`config.mk`:
```
export PLATFORM = sky130hd
export DESIGN_NAME = power2round_unit
export DESIGN_NICKNAME = d
export VERILOG_FILES = /design/src/rtl/power2round_unit.sv
export SDC_FILE = /design/constraint.sdc
export NUM_CORES = 1
export LEC_CHECK = 0
export CAP_MARGIN = 20
export CORE_MARGIN = 2
export CORE_UTILIZATION = 53
export CTS_CLUSTER_SIZE = 28
export DETAILED_ROUTE_END_ITERATION = 12
export PLACE_DENSITY_LB_ADDON = 0.1
export SYNTH_ARGS = -nofsm -noshare
export SYNTH_HDL_FRONTEND = slang
export SYNTH_SLANG_ARGS = --single-unit
export TNS_END_PERCENT = 100
```
`constraint.sdc`:
```
create_clock -name clk -period 2.7 [get_ports clk]
set_input_delay 0.54 -clock clk [delete_from_list [all_inputs] [get_ports clk]]
set_output_delay 0.54 -clock clk [all_outputs]
set_load 0.05 [all_outputs]
```
`src/rtl/power2round_unit.sv`:
```
// Power2Round stage of the keygen datapath.
//
// Reads the 256 INTT result coefficients r through a read-only RAM port and
// splits each into t1 = (r + 2^(D-1) - 1) >> D and t0 = r - t1 * 2^D.
// Results stream out in index order over a valid/ready handshake. A 2-entry
// output FIFO with credit-based read issue absorbs backpressure.
//
// Optional feature: define P2R_RANGE_CHECK_EN to build the sticky range_err
// flag (set when a captured r >= Q). Without it range_err is tied low.
//
// Ports:
//   clk, rst_n      clock, asynchronous active-low reset
//   start           level request, sampled only in IDLE
//   done            high in DONE until start drops
//   ram_addr        registered RAM read address
//   ram_rdata       RAM read data, valid the cycle after ram_addr is issued
//   out_valid/out_ready  output handshake
//   out_idx, out_t1, out_t0, out_last  output beat (t0 two's complement)
//   range_err       sticky out-of-range flag
`timescale 1ns/1ps
module power2round_unit #(
  parameter int unsigned WIDTH = 24,
  parameter int unsigned D     = 13,
  parameter int unsigned Q     = 8380417
) (
  input  logic                 clk,
  input  logic                 rst_n,
  input  logic                 start,
  output logic                 done,
  output logic [7:0]           ram_addr,
  input  logic [WIDTH-1:0]     ram_rdata,
  output logic                 out_valid,
  input  logic                 out_ready,
  output logic [7:0]           out_idx,
  output logic [WIDTH-D-2:0]   out_t1,
  output logic [D:0]           out_t0,
  output logic                 out_last,
  output logic                 range_err
);

  localparam int unsigned T1W   = WIDTH - D - 1;
  localparam int unsigned T0W   = D + 1;
  // Adding 2^(D-1)-1 before the shift centres t0 in (-2^(D-1), 2^(D-1)].
  localparam int unsigned Round = (1 << (D - 1)) - 1;

  if ((Q >> WIDTH) != 0) begin : g_q_check
    $error("Q must fit in WIDTH bits");
  end

  typedef enum logic [1:0] {StIdle, StRun, StDone} state_e;

  state_e           state_q, state_d;
  logic [8:0]       rd_cnt_q;
  logic             inflight_q;
  logic [7:0]       ram_addr_q;
  logic [1:0]       count_q;
  logic             wr_ptr_q, rd_ptr_q;
  logic [7:0]       idx_q  [2];
  logic [T1W-1:0]   t1_q   [2];
  logic [T0W-1:0]   t0_q   [2];
  logic             last_q [2];

  logic             clear, issue, push, pop;
  logic [2:0]       credit;
  logic [WIDTH:0]   sum;
  logic [T1W-1:0]   cap_t1;
  logic [T0W-1:0]   cap_t0;

  // Combinational conversion of the word arriving this cycle.
  always_comb begin
    sum    = {1'b0, ram_rdata} + Round[WIDTH:0];
    cap_t1 = T1W'(sum >> D);
    cap_t0 = T0W'(ram_rdata - (WIDTH'(cap_t1) << D));
  end

  always_comb begin
    clear  = (state_q == StIdle) && start;
    push   = inflight_q;
    pop    = (count_q != 2'd0) && out_ready;
    // The pop of this cycle frees a slot in time for the read issued now,
    // which keeps full throughput while never exceeding two entries.
    credit = {1'b0, count_q} + {2'b00, inflight_q} - {2'b00, pop};
    issue  = (state_q == StRun) && !rd_cnt_q[8] && (credit < 3'd2);

    state_d = state_q;
    unique case (state_q)
      StIdle:  if (start) state_d = StRun;
      StRun:   if (pop && out_last) state_d = StDone;
      StDone:  if (!start) state_d = StIdle;
      default: state_d = StIdle;
    endcase
  end

  always_ff @(posedge clk or negedge rst_n) begin
    if (!rst_n) begin
      state_q    <= StIdle;
      rd_cnt_q   <= '0;
      inflight_q <= 1'b0;
      ram_addr_q <= '0;
      count_q    <= '0;
      wr_ptr_q   <= 1'b0;
      rd_ptr_q   <= 1'b0;
    end else begin
      state_q <= state_d;
      if (clear) begin
        rd_cnt_q   <= '0;
        inflight_q <= 1'b0;
        count_q    <= '0;
        wr_ptr_q   <= 1'b0;
        rd_ptr_q   <= 1'b0;
      end else begin
        inflight_q <= issue;
        if (issue) begin
          ram_addr_q <= rd_cnt_q[7:0];
          rd_cnt_q   <= rd_cnt_q + 9'd1;
        end
        if (push) wr_ptr_q <= ~wr_ptr_q;
        if (pop)  rd_ptr_q <= ~rd_ptr_q;
        count_q <= count_q + {1'b0, push} - {1'b0, pop};
      end
    end
  end

  // FIFO storage; the captured index is the address that produced the data.
  always_ff @(posedge clk or negedge rst_n) begin
    if (!rst_n) begin
      for (int i = 0; i < 2; i++) begin
        idx_q[i]  <= '0;
        t1_q[i]   <= '0;
        t0_q[i]   <= '0;
        last_q[i] <= 1'b0;
      end
    end else if (push) begin
      idx_q[wr_ptr_q]  <= ram_addr_q;
      t1_q[wr_ptr_q]   <= cap_t1;
      t0_q[wr_ptr_q]   <= cap_t0;
      last_q[wr_ptr_q] <= (ram_addr_q == 8'd255);
    end
  end

  always_comb begin
    done      = (state_q == StDone);
    ram_addr  = ram_addr_q;
    out_valid = (count_q != 2'd0);
    out_idx   = idx_q[rd_ptr_q];
    out_t1    = t1_q[rd_ptr_q];
    out_t0    = t0_q[rd_ptr_q];
    out_last  = last_q[rd_ptr_q];
  end

`ifdef P2R_RANGE_CHECK_EN
  logic range_err_q;

  always_ff @(posedge clk or negedge rst_n) begin
    if (!rst_n) begin
      range_err_q <= 1'b0;
    end else if (clear) begin
      range_err_q <= 1'b0;
    end else if (push && (ram_rdata >= Q[WIDTH-1:0])) begin
      range_err_q <= 1'b1;
    end
  end

  assign range_err = range_err_q;
`else
  assign range_err = 1'b0;
`endif

endmodule

```
* Word level (Yosys, flattened, before mapping)
Cells that the tools add are included.
** Operators by class
- Add/subtract/negate cells :: 7
- $lt $le $gt $ge :: 4
- Eq/ne operators :: 6
- Multiplexer cells :: 36
- Bitwise logic cells :: 5
- Reductions and logical operators :: 14
** Operators with widths (number)
- $mux W14 :: 4
- $mux W10 :: 4
- $mux W8 :: 4
- $bwmux W28 :: 1
- $add A23 B12 Y23 const B :: 1
- $bwmux W20 :: 1
- $mux W9 :: 2
- $bwmux W16 :: 1
- $demux W14 S1 :: 1
- $sub A14 B14 Y14 :: 1
- $demux W10 S1 :: 1
- $add A9 B1 Y9 const B :: 1
- $mux W1 :: 9
- $demux W8 S1 :: 1
- $eq A8 B8 Y1 const B :: 1
- $mux W2 :: 4
- $reduce_bool A2 Y1 :: 4
- $logic_and A1 B1 Y1 :: 6
- $pmux W2 S3 :: 1
- $ge A2 B2 Y1 const B :: 2
- $ne A2 B2 Y1 const B :: 2
- $not A1 Y2 :: 2
- $add A2 B1 Y3 :: 1
- $lt A3 B2 Y1 const B :: 1
- other kinds (14) :: 16
** Word-level totals
- Flip-flop bits (word level) :: 90
- Input bits :: 28

* Longest topological paths before layout
- Word-level depth :: 7
- Gate-level depth with buffers :: 11

* Least setup slack after synthesis
Ideal clock, no wire load.
- Kind :: input -> register
- Start point :: input port out_ready
- End point :: register rd_cnt_q[5]
- Setup time :: 82 ps
- Data arrival time :: 2466 ps
- Path slack :: 151 ps
- Cell stages on the path :: 11
- Cells stage by stage :: o21a_1 ha_1 inv_1 ha_1 fa_1 nor4b_4 nand2_1 inv_2 buf_2 nand2_1 o22ai_1
** On the way
- Word-level cells in the longest chain between the ends :: 5
** Ends and longest elaborated chain
- start: declaration :: RTL line 33 : input logic out_ready,
- $logic_and A1 B1 Y1 :: RTL line 79 : pop = (count_q != 2'd0) && out_ready;
- $sub A3 B1 Y3 :: RTL line 82 : credit = {1'b0, count_q} + {2'b00, inflight_q} - {2'b00, pop};
- $lt A3 B2 Y1 :: RTL line 83 : issue = (state_q == StRun) && !rd_cnt_q[8] && (credit < 3'd2);
- $logic_and A1 B1 Y1 :: RTL line 83
- $reduce_bool A2 Y1 (no line)
- end signal: assignment :: RTL line 115 : rd_cnt_q <= rd_cnt_q + 9'd1;
- end: declaration :: RTL line 53 : logic [8:0] rd_cnt_q;
No other way between the ends.
A chain may end at the register's enable or synchronous reset.

* Final worst setup path
- Start point :: register count_q[1]
- End point :: register rd_cnt_q[6]
** On the way
- Word-level cells in the longest chain between the ends :: 6
** Ends and longest elaborated chain
- start: declaration :: RTL line 56 : logic [1:0] count_q;
- start signal: assignment :: RTL line 119 : count_q <= count_q + {1'b0, push} - {1'b0, pop};
- branches (longest 2 deep; another with $add A2 B1 Y3)
- $sub A3 B1 Y3 (*) :: RTL line 82
- $lt A3 B2 Y1 (*) :: RTL line 83
- $logic_and A1 B1 Y1 (*) :: RTL line 83
- $reduce_bool A2 Y1 (no line) (*)
Mark *: on every way between the ends.

==> impl_metrics.csv <==
group,metric,value,unit
logic_synthesis,ys_seq_area_share,52.8,%
cts,clock-root-buffer,"clkbuf_8",
global_routing,antenna_found_initial,0,
route,drc,0,
global_routing,grt_pass1_vias,3339,
critical_path,cp_data_arrival_time,2.81,ns
cells_and_area,nets,557,
timing,rsz0062_at_grt,"yes",
cts,cts_tree,"yes",
route,vias,3308,
critical_path,start_kind,"register",
timing,fin_crit,2.59,ns
logic_synthesis,yosysWarnings,0,
cells_and_area,final_cells,632,
route,ant_nets,0,
cells_and_area,nFillCells,576,
timing,worst_slew_pin_slew,0.693,ns
critical_path,cp-startpoint,"count_q[1]$_DFF_PN0_",
route,drt_first_pass_iters,4,
global_routing,grt_max_degree,48,
power_and_ir_drop,p_int,0.00451,W
power_and_ir_drop,max-vdd-ir-drop,887,uV
logic_synthesis,avgSynthCellArea,9.45,sq um
critical_path,crit_path_end_kind,"register",
cts,path_clk_slew,0.08,ns
floorplanning,start_util,54.9,%
logic_synthesis,synth_enable_flop_cells,0,
critical_path,reg2reg_depth,9,
cts,clockBufferDepth,2,
placement,dp.cells,615,
power_and_ir_drop,p_comb_share,60.8,%
logic_synthesis,synth-seq-cells,90,
placement,globalplace.congestion,0.819,
global_routing,grt.busiest_layer,"met2",
timing,setup_ws,0.109,ns
logic_synthesis,ys_types,44,
logic_synthesis,syn_area,4260,sq um
logic_synthesis,syn_nets,483,
cells_and_area,final_cell_mix,"173 x nand2_1, 90 x dfrtp_1, 34 x clkdlybuf4s50_1, 34 x buf_12, 32 x mux2_2",
critical_path,worstSetupEndpoint,"rd_cnt_q[6]$_DFFE_PN0P_",
route,vias_per_cell,5.23,
cts,clock-sinks,90,
global_routing,grtUsageMet3,2.73,%
floorplanning,die_y,93.7,um
power_and_ir_drop,switchingPower,0.00337,W
timing,finalCritPeriodShare,95.9,%
timing,maxSlewViolCount,0,
cells_and_area,final_common_cell,"nand2_1",
critical_path,r2r_slack,0.11,ns
power_and_ir_drop,p_leak,2.67,nW
cts,numCtsBuffers,9,
cells_and_area,drive_gt1_share,20.8,%
route,drt_iter0_drc,225,
route,routed_wl,9130,um
power_and_ir_drop,p_seq_share,27.8,%
global_routing,grtUsageTotal,22.3,%
critical_path,worstReg2RegStart,"count_q[1]$_DFF_PN0_",
placement,port_buffers,69,
global_routing,grt.overflow.total,0,
cts,insertion_delay,0.35,ns
critical_path,crit_fanout,4,
cells_and_area,areaGrowthSynthToFinish,32.8,%
global_routing,met1_usage,31.1,%
timing,setup_tns,0,ns
logic_synthesis,syn_inst,451,
cells_and_area,diodes,0,
global_routing,met2_usage,36.4,%
floorplanning,design.core.area,7770,sq um
global_routing,grt_pass1_wl,15300,um
critical_path,reg2reg_to,"rd_cnt_q[6]$_DFFE_PN0P_",
timing,finalSetupViolCount,0,
logic_synthesis,async_flop_share,100,%
timing,relSlewSlack,53.8,%
floorplanning,core.rowCount,32,
placement,dp_hpwl,6390,um
power_and_ir_drop,clock_power_share,11.4,%
floorplanning,io_pins,72,
power_and_ir_drop,power_density,1390,nW/um^2
route,wire_per_inst,14.4,um
run,cap_violations,0,
timing,max_freq,386,MHz
outcome,status,"finished, final reports clean",
cts,htreeDepth,3,
floorplanning,dieArea,8780,sq um
logic_synthesis,ys.flop_type,"dfrtp_1",
critical_path,critPathRequiredTime,2.92,ns
power_and_ir_drop,swShare,42.8,%
timing,skew,0.0101,ns
floorplanning,die_w,93.7,um
placement,place_ws,-0.327,ns
timing,hold_violations,0,
critical_path,crit_type,"reg -> reg",
min_path,hp-class,"in -> async",
[sequential cells by signal (all words and copies together) (netlist names), 2 cells and up]
register / flops
count_q: 2
idx_q: 16
last_q: 2
ram_addr: 8
rd_cnt_q: 9
state_q: 2
t0_q: 28
t1_q: 20
[how the worst min path moves through the flow]
stage	startpoint	end	cells after the start
floorplan	rst_n	count_q[0]$_DFF_PN0_	0
global placement	idx_q[3]$_DFFE_PN0P_	idx_q[3]$_DFFE_PN0P_	2
detailed placement	idx_q[5]$_DFFE_PN0P_	idx_q[5]$_DFFE_PN0P_	2
CTS	rst_n	t1_q[5]$_DFFE_PN0P_	1
global route	rst_n	t0_q[13]$_DFFE_PN0P_	1
finish	rst_n	idx_q[1]$_DFFE_PN0P_	1
[power by group through the flow]
| stage | Clock [W] | Combinational, W | Sequential, W |
|---|---|---|---|
| final | 0.000898 | 0.00480 | 0.00219 |
| after global routing | 0.000978 | 0.00512 | 0.00226 |
| after CTS | 0.000919 | 0.00480 | 0.00219 |
| after detailed placement | 0 | 0.00478 | 0.00222 |
| after global placement | 0 | 0.00471 | 0.00219 |
| after floorplan | 0 | 0.00265 | 0.00221 |
[cell usage after synthesis (all sizes together), types with 5 or more instances]
cell type,n,area share [%]
a31oi,15,2.2
mux2,33,8.7
nand2,173,15
nor2,18,1.6
xnor2,6,1.2
inv,10,0.88
nand2b,5,0.73
clkbuf,17,1.5
nand3,8,0.94
dfrtp,90,53
o21ai,18,2.1
buf,6,0.76
[final cells by class]
cell class,count,area (sq um),area share (%)
Multi-Input combinational cell,328,1880,33.3
Sequential cell,90,2250,39.8
Clock inverter,4,51.3,0.906
Inverter,10,37.5,0.663
Tap cell,102,128,2.26
Timing Repair Buffer,86,1160,20.5
Clock buffer,12,145,2.56
[logic make-up after synthesis]
group / synth area share, %
multiplexers: 8.95
buffers and inverters: 3.14
AND/OR/NAND/NOR: 25.2
XOR/XNOR: 1.85
AO/OA/AOI/OAI: 6.57
other: 0.0880
flip-flops: 52.8
adder cells (fa/ha/maj): 1.35
[worst max-delay path, stage by stage, from the launching register on]
cell      delay, ns
dfrtp_1        0.39
o21a_1         0.19
ha_1           0.29
inv_1          0.06
ha_2           0.18
fa_2           0.48
nor4b_4        0.33
nand4_1        0.23
o211ai_1       0.23
o31ai_1        0.09
[metrics by stage]
stage	instance area, sq um	utilization [%]	hold slack, ns	total power, W
3_5_place_dp	5450	70.1	0.459	0.00699
6_report	5660	72.9	0.189	0.00789
5_1_grt	5660	72.9	0.237	0.00836
2_1_floorplan	4260	-	0.244	0.00486
3_3_place_gp	5450	70.1	0.452	0.00690
4_1_cts	5640	72.7	0.201	0.00791
[what timing repair did]
| item | CTS | global route |
|---|---|---|
| endpoints found under the setup margin | 0 | 13 |
| resized for setup | 0 | 3 |
| buffers inserted | 0 | 1 |
| hold buffers | 0 | 0 |
[layer usage]
metal	vias up	wire length, um
met5	-	0
met4	0	123
met3	11	332
met2	62	4400
met1	1594	4280
li1	1641	-
Note: power is estimated with default switching activity, not from simulation.
